`config.mk`:
```
export PLATFORM = sky130hd
export DESIGN_NAME = imem_loader
export DESIGN_NICKNAME = d
export VERILOG_FILES = /design/src/rtl/imem_loader_pkg.sv /design/src/rtl/imem_byte_packer.sv /design/src/rtl/imem_loader.sv
export SDC_FILE = /design/constraint.sdc
export NUM_CORES = 1
export LEC_CHECK = 0
export CAP_MARGIN = 20
export CORE_MARGIN = 4
export CORE_UTILIZATION = 50
export DETAILED_ROUTE_END_ITERATION = 12
export PLACE_DENSITY_LB_ADDON = 0.1
export SYNTH_ARGS = -nofsm -noshare
export SYNTH_HDL_FRONTEND = slang
export SYNTH_SLANG_ARGS = --single-unit
```
`constraint.sdc`:
```
create_clock -name clk -period 2.56 [get_ports clk]
set_input_delay 0.64 -clock clk [delete_from_list [all_inputs] [get_ports clk]]
set_output_delay 0.64 -clock clk [all_outputs]
set_load 0.03 [all_outputs]
```
`src/rtl/imem_loader_pkg.sv`:
```
// Shared definitions for the imem writer (loader) and the imem reader.
// The byte-lane mapping is big-endian: lane 0 is the first byte of a word.
package imem_loader_pkg;

    localparam int IMEM_ADDR_W      = 10;
    localparam int IMEM_DEPTH_WORDS = 1024;
    localparam int IMEM_CNT_W       = 16;

    // Lane 0 occupies [31:24], lane 3 occupies [7:0].
    localparam int         LANE0_LSB = 24;
    localparam logic [1:0] LANE_LAST = 2'd3;

    typedef enum logic [1:0] {
        ST_IDLE  = 2'd0,
        ST_ACCUM = 2'd1,
        ST_WRITE = 2'd2,
        ST_DONE  = 2'd3
    } loader_state_t;

    // Least-significant bit of a byte lane inside a 32-bit word.
    function automatic logic [4:0] lane_lsb(input logic [1:0] lane);
        return 5'(LANE0_LSB) - {lane, 3'b000};
    endfunction

endpackage

```
`src/rtl/imem_byte_packer.sv`:
```
// Four-lane big-endian byte packer. Bytes fill lanes 0..3 in order;
// lanes not yet written stay zero, so a flushed partial word is zero-padded.
module imem_byte_packer
    import imem_loader_pkg::*;
(
    input  logic        clk,
    input  logic        resetB,
    input  logic        clear,
    input  logic        load,
    input  logic        last,
    input  logic [7:0]  byte_in,
    output logic [1:0]  byte_idx,
    output logic [31:0] word_next,
    output logic        word_full,
    output logic        flush
);

    logic [31:0] pack;

    // Word as it will look once the incoming byte is placed in its lane.
    always_comb begin
        word_next = pack;
        word_next[lane_lsb(byte_idx) +: 8] = byte_in;
    end

    assign word_full = load && (byte_idx == LANE_LAST);
    assign flush     = load && last;

    // Lane register and lane pointer; clear wins over a concurrent load.
    always_ff @(posedge clk or negedge resetB) begin
        if (!resetB) begin
            pack     <= '0;
            byte_idx <= '0;
        end else if (clear) begin
            pack     <= '0;
            byte_idx <= '0;
        end else if (load) begin
            pack     <= word_next;
            byte_idx <= byte_idx + 2'd1;
        end
    end

endmodule

```
`src/rtl/imem_loader.sv`:
```
// Writer side of the instruction memory: packs a host byte stream into
// big-endian 32-bit words and writes them to imem from word address 0.
//
// state    | meaning
// ---------+----------------------------------------------------------
// ST_IDLE  | waiting for load_start, host_byte_ready low
// ST_ACCUM | accepting host bytes into the packer
// ST_WRITE | single cycle with ceb/web low, word captured on next edge
// ST_DONE  | load finished, expected_bytes/load_done published
module imem_loader
    import imem_loader_pkg::*;
#(
    parameter int ADDR_W      = IMEM_ADDR_W,
    parameter int DEPTH_WORDS = IMEM_DEPTH_WORDS,
    parameter int CNT_W       = IMEM_CNT_W
) (
    input  logic              clk,
    input  logic              resetB,
    input  logic              load_start,
    input  logic              host_byte_valid,
    input  logic [7:0]        host_byte,
    input  logic              host_last,
    output logic              host_byte_ready,
    output logic              imem_ceb,
    output logic              imem_web,
    output logic [ADDR_W-1:0] imem_addr,
    output logic [31:0]       imem_wdata,
    output logic [CNT_W-1:0]  expected_bytes,
    output logic              load_done,
    output logic              load_overflow
);

    localparam logic [CNT_W-1:0]  FULL_BYTES = CNT_W'(DEPTH_WORDS * 4);
    localparam logic [ADDR_W-1:0] LAST_ADDR  = ADDR_W'(DEPTH_WORDS - 1);

    loader_state_t    state;
    logic [CNT_W-1:0] byte_count;
    logic             last_seen;

    logic        xfer;
    logic        pack_clear;
    logic [1:0]  byte_idx;
    logic [31:0] word_next;
    logic        word_full;
    logic        flush;

    // A restart always beats a transfer in the same cycle.
    assign xfer       = host_byte_valid && host_byte_ready
                        && (state == ST_ACCUM) && !load_start;
    assign pack_clear = load_start || (state == ST_WRITE);

    imem_byte_packer u_packer (
        .clk       (clk),
        .resetB    (resetB),
        .clear     (pack_clear),
        .load      (xfer),
        .last      (host_last),
        .byte_in   (host_byte),
        .byte_idx  (byte_idx),
        .word_next (word_next),
        .word_full (word_full),
        .flush     (flush)
    );

    // Load sequencing FSM with registered imem, handshake and status outputs.
    always_ff @(posedge clk or negedge resetB) begin
        if (!resetB) begin
            state           <= ST_IDLE;
            byte_count      <= '0;
            last_seen       <= 1'b0;
            host_byte_ready <= 1'b0;
            imem_ceb        <= 1'b1;
            imem_web        <= 1'b1;
            imem_addr       <= '0;
            imem_wdata      <= '0;
            expected_bytes  <= '0;
            load_done       <= 1'b0;
            load_overflow   <= 1'b0;
        end else if (load_start) begin
            // Restart from any state; a pending partial word is dropped.
            state           <= ST_ACCUM;
            byte_count      <= '0;
            last_seen       <= 1'b0;
            host_byte_ready <= 1'b1;
            imem_ceb        <= 1'b1;
            imem_web        <= 1'b1;
            imem_addr       <= '0;
            expected_bytes  <= '0;
            load_done       <= 1'b0;
            load_overflow   <= 1'b0;
        end else begin
            case (state)
                ST_IDLE: begin
                    host_byte_ready <= 1'b0;
                end

                ST_ACCUM: begin
                    if (xfer) begin
                        byte_count <= byte_count + CNT_W'(1);
                        if (host_last) begin
                            last_seen <= 1'b1;
                        end
                        if (word_full || flush) begin
                            imem_wdata      <= word_next;
                            imem_ceb        <= 1'b0;
                            imem_web        <= 1'b0;
                            host_byte_ready <= 1'b0;
                            state           <= ST_WRITE;
                        end
                    end
                end

                ST_WRITE: begin
                    imem_ceb <= 1'b1;
                    imem_web <= 1'b1;
                    // The final word of a full image sits at LAST_ADDR; hold
                    // there rather than wrap back to 0.
                    if (imem_addr != LAST_ADDR) begin
                        imem_addr <= imem_addr + ADDR_W'(1);
                    end
                    if (last_seen || (byte_count == FULL_BYTES)) begin
                        state          <= ST_DONE;
                        expected_bytes <= byte_count;
                        load_done      <= 1'b1;
                        // Only reachable without last_seen when imem is full.
                        load_overflow  <= !last_seen;
                    end else begin
                        state           <= ST_ACCUM;
                        host_byte_ready <= 1'b1;
                    end
                end

                ST_DONE: begin
                    host_byte_ready <= 1'b0;
                end

                default: begin
                    state <= ST_IDLE;
                end
            endcase
        end
    end

endmodule
```
==> key figures <==
Worst setup path
  – Slowest-stage cell, CP: clkdlybuf4s50_1
  – Max incr delay on CP: 0.68 ns
  – RR Startpoint: u_packer.byte_idx[1]
  – Buf+Inv Stages, Crit Path: 1
  – Path depth of the worst reg2reg path: 6
  – CP Cell Sequence: clkdlybuf4s50_1
  – WS Path Type: reg2out
  – CP arrival: 1.74 ns
  – Crit path from: imem_web
  – CP top delay family: buffers and inverters
  – Crit path max fanout: 3
  – Setup crit end: imem_ceb
  – Levels on crit path: 1
  – Crit path required time: 1.92 ns
  – Reg2reg setup slack: 0.35 ns
  – CP Capture Type: primary output
  – Startpoint Class: flop
  – Worst r2r dst: u_packer.pack[13]

Logic synthesis
  – Top cells by area, synth: dfrtp_1 (52%), nor2_1 (5.7%), a22o_1 (5.3%), a221oi_1 (3.9%), nand2_1 (2.1%)
  – Share of Yosys cell area claimed by the top area cell type: 0.5244
  – Mapped Area: 5440 µm²
  – Ys flop type: dfrtp_1
  – Number of flops mapped to enable cells by yosys: 0
  – Synth cell count leaders: dfrtp_1 (114), nor2_1 (83), a22o_1 (33)
  – Mapped Nets: 553
  – Most frequent cell after synthesis: dfrtp_1
  – Avg Inst Size Synth: 10.23 µm²
  – Synth Area in Compound Gates: 0.1888
  – Largest family of logic cells by synthesized area: simple AND/OR/NAND/NOR gates
  – Async set-reset flop share out of synthesis: 1.000
  – XOR/XNOR Fraction of Synth Area: 0.01771
  – Gate Count Post-Synth: 532
  – Sequential area share after synthesis: 0.5292
  – Post-synthesis adder-cell area fraction: 0.01840
  – Yosys Warn Count: 0
  – Yosys top cell by area: dfrtp_1
  – Yosys reg bits: 115
  – Netlist cell types: 61
  – Mux share of post-synthesis cell area: 0.008050
  – Synth Area in Simple Gates: 0.1904

Clock network
  – CTS Hold Buffers Added: 0
  – Total CTS buffers: 17
  – H-Tree Depth: 4
  – Clk_lat worst skew: 0.51 ns
  – Post-CTS Setup Inserts: 0
  – CTS tree: yes
  – Sink Count: 115
  – Clock tree root driver cell: clkbuf_8
  – # resized after CTS: 0
  – CTS max path bufs: 2
  – Worst-path clk slew: 0.06 ns

STA
  – Slew @ Worst Pin: 0.6861 ns
  – Final TNS setup: 0 ns
  – Fin. Hold Viols: 0
  – Worst setup slack after layout: 0.1841 ns
  – Period Utilization, post-route: 0.9281
  – Final period demand of the worst path: 2.376 ns
  – Relative slew slack: 0.5366
  – Slew Limit Fails: 0
  – Setup violators final: 0
  – Final hold slack: 0.1372 ns
  – Clock skew after layout: 0.005594 ns
  – Fmax achieved: 420.9 MHz
  – Unrepaired setup endpoints after global routing: false

Drt
  – Vias: 4484
  – M1 WL: 6.010 mm
  – Antenna Nets Post-Route: 0
  – Routed wire length: 13.69 mm
  – Drt pass-1 iters: 4
  – Top sig layer: met4
  – Detailed Route Iter0 Violations: 243
  – Drt wl/cell: 18.08 µm
  – WL met2: 6.943 mm
  – Post-route DRC: 0
  – Met3 wire len: 565 µm
  – Vias/cell: 5.923

Global routing
  – First-pass GRT wire length: 22.92 mm
  – Initial antenna violation count: 0
  – GRT overflow: 0
  – Largest net degree at the start of global routing: 52
  – Vias in the first global route: 4486
  – GRT Overall Usage: 0.2239

Cells and area
  – Final Core Density: 0.6724
  – Area taken by multi-input logic gates: 2308 µm²
  – Layout area overhead: 29.32%
  – Storage cell area: 2879 µm²
  – # fillers: 847
  – # diodes: 0
  – Final net count: 629
  – Share of cells above drive strength 1: 0.1256

Floorplanning
  – Initial Util: 0.5200
  – Die W: 112.3 µm
  – Vert. Die Dim: 112.3 µm
  – Core Area: 10460 µm²
  – I/O pin total: 76
  – Row count: 37
  – Die Area: 12610 µm²

Power and ir drop
  – Max rail drop VDD: 0.5194 mV
  – Power Density: 842.1 nW/µm²
  – Tot Pwr: 0.005925 W
  – Leakage: 3.007 nW

Placement
  – I/O Buffers: 75
  – Place WS: 0.1215 ns
  – Routability cong.: 0.8591
  – Hpwl dp: 9.085 mm

Status
  – Outcome: finished, final reports clean

Hold path
  – Tightest Hold Check Type: in2async

Run
  – Max cap viols: 0
-- placed cells by master (no fill, tap or decap), types with 3 or more instances in the layout --
cell type        instances
a21oi_1                 22
a221oi_1                24
a22o_1                  33
a31oi_1                  4
a32oi_1                  9
and3_1                   9
and4_1                   4
buf_12                   3
buf_4                   24
bufinv_16                5
clkbuf_16               16
clkdlybuf4s50_1         74
clkinv_4                 3
dfrtp_1                114
ha_1                     8
inv_1                   12
inv_6                    4
nand2_1                 31
nand3_1                 23
nand4_1                 12
nor2_1                  83
nor2b_1                  4
nor3_1                   4
o211ai_1                10
o21ai_0                 17
o21ai_2                  3
or3_1                    4
xnor2_1                  7
xor2_1                   4
-- area by class of cell --
cell class	instances	area share
sequential	115	0.4092
multi-input combinational	359	0.3281
timing repair buffer	101	0.1394
clock buffer	18	0.05940
clock inverter	14	0.03219
tap	136	0.02419
inverter	14	0.007469
-- kinds of logic after synthesis --
family,after synthesis
flops,115
fa+ha+maj,8
simple gates,199
buf+inv,58
compound gates,137
xor+xnor,11
mux,4
-- through the flow --
step | instance area (µm²) | std cells
2_1_floorplan | 5440 | 532
3_3_place_gp | 6391 | 725
3_5_place_dp | 6391 | 725
4_1_cts | 7036 | 757
5_1_grt | 7036 | 757
6_report | 7036 | 757
-- layer usage --
metal	track usage	up-vias
met5	0	-
met2	0.3731	110
met4	0.05929	0
li1	-	2114
met3	0.05283	17
met1	0.2960	2243
-- state kept, by name, summed over array words and instances (netlist names), 2 cells and up --
register	flops
u_packer.pack	32
expected_bytes	16
byte_count	16
u_packer.byte_idx	2
state	2
imem_wdata	32
imem_addr	10
-- how the worst min path moves through the flow --
stage | slack, ns | to | depth (start not counted) | start
floorplan | 0.34 | byte_count[0] | 0 | resetB
global placement | 0.48 | load_done | 1 | load_done
detailed placement | 0.48 | u_packer.pack[21] | 1 | u_packer.pack[21]
CTS | 0.15 | u_packer.pack[13] | 1 | resetB
global route | 0.17 | u_packer.pack[13] | 1 | resetB
finish | 0.14 | u_packer.pack[13] | 1 | resetB
-- where the power goes --
part | switching (W) | internal, W | leakage [nW]
clock | 0.000884 | 0.00170 | 0.307
sequential | 0.000110 | 0.00201 | 1.52
combinational | 0.000742 | 0.000485 | 1.18
total | 0.00174 | 0.00419 | 3.01
No activity file was read; power rests on OpenSTA's default activity.
